===== src/rtl/pixie_fb_arbiter.sv =====
// rtl/pixie_fb_arbiter.sv - single-port frame-buffer arbiter: DMA write, scanout read, host read/write
module pixie_fb_arbiter #(
    parameter int ADDR_W        = 10,
    parameter int DATA_W        = 8,
    parameter int HOST_MAX_WAIT = 8
) (
    input  logic              clk,
    input  logic              reset,
    input  logic              dma_wr_en,
    input  logic [ADDR_W-1:0] dma_addr,
    input  logic [DATA_W-1:0] dma_data,
    input  logic              vid_req,
    input  logic [ADDR_W-1:0] vid_addr,
    output logic              vid_ack,
    output logic              vid_valid,
    output logic [DATA_W-1:0] vid_data,
    input  logic              host_req,
    input  logic              host_we,
    input  logic [ADDR_W-1:0] host_addr,
    input  logic [DATA_W-1:0] host_wdata,
    output logic              host_ack,
    output logic              host_valid,
    output logic [DATA_W-1:0] host_rdata,
    output logic [ADDR_W-1:0] ram_addr,
    output logic [DATA_W-1:0] ram_wdata,
    output logic              ram_we,
    input  logic [DATA_W-1:0] ram_rdata
);

    typedef enum logic [1:0] {G_NONE, G_DMA, G_VID, G_HOST} grant_t;

    localparam logic [7:0] MAX_WAIT = 8'(HOST_MAX_WAIT);

    grant_t     grant;
    grant_t     grant_next;
    grant_t     tag2;
    logic       host_we_q;
    logic [7:0] wait_cnt;
    logic       boost;

    assign boost = (wait_cnt >= MAX_WAIT);

    always_ff @(posedge clk) begin
        if (reset) begin
            grant <= G_NONE;
        end else begin
            grant <= grant_next;
        end
    end

    always_comb begin
        grant_next = G_NONE;
        if (dma_wr_en) begin
            grant_next = G_DMA;
        end else if (boost && host_req) begin
            grant_next = G_HOST;
        end else if (vid_req) begin
            grant_next = G_VID;
        end else if (host_req) begin
            grant_next = G_HOST;
        end
    end

    // Acks and write enable decode straight from the grant register, so they stay registered.
    always_comb begin
        vid_ack  = 1'b0;
        host_ack = 1'b0;
        ram_we   = 1'b0;
        case (grant)
            G_DMA:   ram_we = 1'b1;
            G_VID:   vid_ack = 1'b1;
            G_HOST: begin
                host_ack = 1'b1;
                ram_we   = host_we_q;
            end
            default: ;
        endcase
    end

    always_ff @(posedge clk) begin
        if (reset) begin
            ram_addr   <= '0;
            ram_wdata  <= '0;
            host_we_q  <= 1'b0;
            wait_cnt   <= '0;
            tag2       <= G_NONE;
            vid_valid  <= 1'b0;
            vid_data   <= '0;
            host_valid <= 1'b0;
            host_rdata <= '0;
        end else begin
            case (grant_next)
                G_DMA: begin
                    ram_addr  <= dma_addr;
                    ram_wdata <= dma_data;
                    host_we_q <= 1'b0;
                end
                G_VID: begin
                    ram_addr  <= vid_addr;
                    host_we_q <= 1'b0;
                end
                G_HOST: begin
                    ram_addr  <= host_addr;
                    host_we_q <= host_we;
                    if (host_we) begin
                        ram_wdata <= host_wdata;
                    end
                end
                default: ;
            endcase

            if (!host_req || grant_next == G_HOST) begin
                wait_cnt <= '0;
            end else if (wait_cnt != 8'hFF) begin
                wait_cnt <= wait_cnt + 8'd1;
            end

            // Second tag stage lines up with ram_rdata; host writes carry no tag.
            if (grant == G_VID || (grant == G_HOST && !host_we_q)) begin
                tag2 <= grant;
            end else begin
                tag2 <= G_NONE;
            end

            vid_valid  <= (tag2 == G_VID);
            host_valid <= (tag2 == G_HOST);
            if (tag2 == G_VID) begin
                vid_data <= ram_rdata;
            end
            if (tag2 == G_HOST) begin
                host_rdata <= ram_rdata;
            end
        end
    end

endmodule

===== config.mk =====
export PLATFORM = sky130hd
export DESIGN_NAME = pixie_fb_arbiter
export DESIGN_NICKNAME = d
export VERILOG_FILES = /design/src/rtl/pixie_fb_arbiter.sv
export SDC_FILE = /design/constraint.sdc
export NUM_CORES = 1
export LEC_CHECK = 0
export CELL_PAD_IN_SITES_DETAIL_PLACEMENT = 0
export CELL_PAD_IN_SITES_GLOBAL_PLACEMENT = 1
export CORE_UTILIZATION = 30
export CTS_CLUSTER_SIZE = 25
export DETAILED_ROUTE_END_ITERATION = 7
export PLACE_DENSITY_LB_ADDON = 0.12
export SETUP_SLACK_MARGIN = 0.3
export SLEW_MARGIN = 20
export SYNTH_ARGS = -nofsm -noshare
export SYNTH_HDL_FRONTEND = slang
export SYNTH_SLANG_ARGS = --single-unit

===== constraint.sdc =====
create_clock -name clk -period 1.9 [get_ports clk]
set_input_delay 0.475 -clock clk [delete_from_list [all_inputs] [get_ports clk]]
set_output_delay 0.475 -clock clk [all_outputs]
set_load 0.05 [all_outputs]

==> impl_results.md <==
- Status: finished clean
- Most frequent cells in the layout: clkdlybuf4s50_1 (55), buf_4 (48), dfxtp_1 (47)
- Layout cells sized above 1: 0.263
- Worst hold path type: reg -> reg
- Post-place setup slack: -172 ps
- Number of synthesized flops with an enable pin: 0
- DR vias: 2,377
- Final #Nets: 456
- Final wirelength: 6790 microns
- Worst path bufs/invs: 1
- Largest net degree at the start of global routing: 30
- Final min period: 1670 ps
- Placed Cells: 487
- DP Wirelength: 4800 microns
- Latest clock arrival within the worst-skew pair: 300 ps
- H-tree depth: 2
- Routed Antenna Nets: 0
- PwrDens: 626 nW/um^2
- CTS tree: built
- Most used DFF post-synth: dfxtp_1
- Critical Path Stages: 5
- Commonest non-fill, non-tap cell in the layout: clkdlybuf4s50_1
- CP Capture Type: register
- DR WL/cell: 13.7 microns
- Longest Clk Path Bufs: 2
- Final hold vios: 0
- Initial Utilization: 0.311
- R2R setup slack: 230 ps
- Row cnt: 32
- Slowest cell on the critical path: or4_4
- Die ar.: 8380 sq um
- Mapped cell area: 2400 sq um
- Static leakage: 1.45 nW
- Post-Route Utilization: 0.471
- Fmax: 599 MHz
- DRC: 0
- Setup CP Type: reg -> reg
- Final count of negative-setup-slack endpoints: 0
- Final non-filler cell total: 497
- Initial antenna violation count: 0
- R2R Path Start: wait_cnt[5]$_SDFFE_PP0P_
- MaxCap Viol Count: 0
- Worst EP required: 2080 ps
- Area Overhead vs Synth: 51.2%
- CP endpoint: ram_wdata[6]$_SDFFE_PP0P_
- CP cell instances: or4_4 > o211a_1 > buf_12 > a21oi_2 > a221oi_2
- Critical Path Max Stage Delay: 580 ps
- Worst r2r dst: ram_wdata[6]$_SDFFE_PP0P_
- Slew headroom: 0.636
- Vias in the first global route: 2,278
- Clock Skews: 4.71 ps
- Fin. max-slew vios: 0
- First-pass GRT wire length: 11,100 microns
- Clock slew at reported path FFs: 90 ps
- Cell family with most CP delay: simple AND/OR/NAND/NOR gates
- Num CTS Buffers: 5
- # diodes: 0
- 1st-pass router iterations: 4
- Fraction of registers with async set/reset: 0
- Unrepaired setup endpoints after global routing: true
- Die height: 91.5 microns
- 1st-iter DRT viols: 58
- Final period util: 0.878
- Mapped Cells: 293
- Min Hold Slack: 460 ps
- Syn Area/Cell: 8.21 sq um
- Cell variety after synth: 42
- Post-synthesis sequential area ratio: 0.408
- Worst-path maximum fanout: 9
- Post-synth net total: 355
- Worst Setup Start Kind: register
- Routability Congestion: 0.767
- GRT Util Overall: 0.166
- # port buffers: 98
- Synth warn: 0
- Ports: 99
- Core area: 7730 sq um
- Root Buffer: clkbuf_8
- Clock sink count: 49
- Final setup margin: 232 ps
- Detailed-route vias per instance: 4.78
- Peak VDD IR: 286 uV
- CP Data Arrival Time: 1840 ps
- Worst reg-to-reg path cell count: 5
- Seq cells post-synth: 49
- Die W: 91.5 microns
- Total grt overflow: 0
- Worst Tran Pin Value: 545 ps
- CP startpoint: wait_cnt[5]$_SDFFE_PP0P_
==> logic make-up (layout without fill, tap and decap cells) <==
family / count (synthesis) / after routing / share of synthesized area
multiplexers: 1 / 1 / 0.00468
AO/OA/AOI/OAI: 75 / 75 / 0.231
AND/OR/NAND/NOR: 124 / 125 / 0.268
buffers and inverters: 41 / 142 / 0.0739
XOR/XNOR: 1 / 1 / 0.00364
adder cells (fa/ha/maj): 2 / 2 / 0.0104
flip-flops: 49 / 49 / 0.408
==> how the worst min path moves through the flow <==
| stage | from | end | slack [ps] | depth (start not counted) |
|---|---|---|---|---|
| after floorplan | host_we_q$_SDFFE_PP0P_ | tag2[1]$_SDFF_PP0_ | 450 | 1 |
| after global placement | vid_data[7]$_SDFFE_PP0P_ | vid_data[7]$_SDFFE_PP0P_ | 440 | 2 |
| after detailed placement | host_rdata[1]$_SDFFE_PP0P_ | host_rdata[1]$_SDFFE_PP0P_ | 450 | 2 |
| after CTS | host_rdata[1]$_SDFFE_PP0P_ | host_rdata[1]$_SDFFE_PP0P_ | 460 | 2 |
| after global routing | vid_data[7]$_SDFFE_PP0P_ | vid_data[7]$_SDFFE_PP0P_ | 480 | 2 |
| final | host_rdata[0]$_SDFFE_PP0P_ | host_rdata[0]$_SDFFE_PP0P_ | 460 | 2 |
==> sequential cells by signal (all words and copies together) (netlist names), 2 cells and up <==
signal      cells
wait_cnt        8
vid_data        8
host_rdata      8
ram_wdata       8
ram_addr       10
tag2            2
grant           2
==> stage by stage <==
stage	power [mW]	TNS [ps]	cell area (sq um)
global route	2.39	0	3640
CTS	2.30	0	3600
finish	2.28	0	3640
floorplan	1.42	0	2410
detailed placement	1.67	-4010	3470
global placement	1.67	-2830	3470
==> layer usage <==
layer / track usage / share of wire
met5: 0 / 0
met4: 0.0450 / 0.011
met3: 0.0436 / 0.062
met2: 0.257 / 0.45
met1: 0.225 / 0.48
==> cell usage after synthesis, drive strengths merged, types with 3 or more instances <==
library cell / n / area share
nor3: 9 / 0.029
o31ai: 9 / 0.028
clkbuf: 15 / 0.023
buf: 6 / 0.019
nand3b: 9 / 0.028
nand2: 36 / 0.056
inv: 20 / 0.031
a221oi: 8 / 0.050
nand3: 10 / 0.021
nor2: 33 / 0.055
o21ai: 11 / 0.024
dfxtp: 49 / 0.41
or4: 10 / 0.033
or2: 3 / 0.0078
and3: 3 / 0.0078
a21oi: 39 / 0.094
==> worst register-to-register path, stage by stage, from the launching register on <==
cell and delay (ps):
dfxtp_2 330, or4_4 580, o211a_1 270, buf_12 160
a21oi_2 140, a221oi_2 70
==> cell type report <==
type / count / area, sq um
inverter: 20 / 75.1
timing repair buffer: 114 / 1040
multi-input combinational: 204 / 1320
tap: 102 / 128
fill: 796 / 4090
clock buffer: 5 / 68.8
sequential: 49 / 983
clock inverter: 3 / 17.5
==> where the power goes <==
part           leakage (nW)  switching (mW)  internal (mW)
clock network        0.0439           0.361          0.255
registers             0.402          0.0250           1.07
logic                  1.00           0.315          0.252
==> timing repair <==
item	in CTS	in global routing
pin swaps	4	3
cloned	1	0
gates resized for setup	12	12
endpoints found under the hold margin	0	0
endpoints found under the setup margin	30	28
setup buffers	1	0
hold buffers	0	0
No activity file was read; power rests on OpenSTA's default activity.
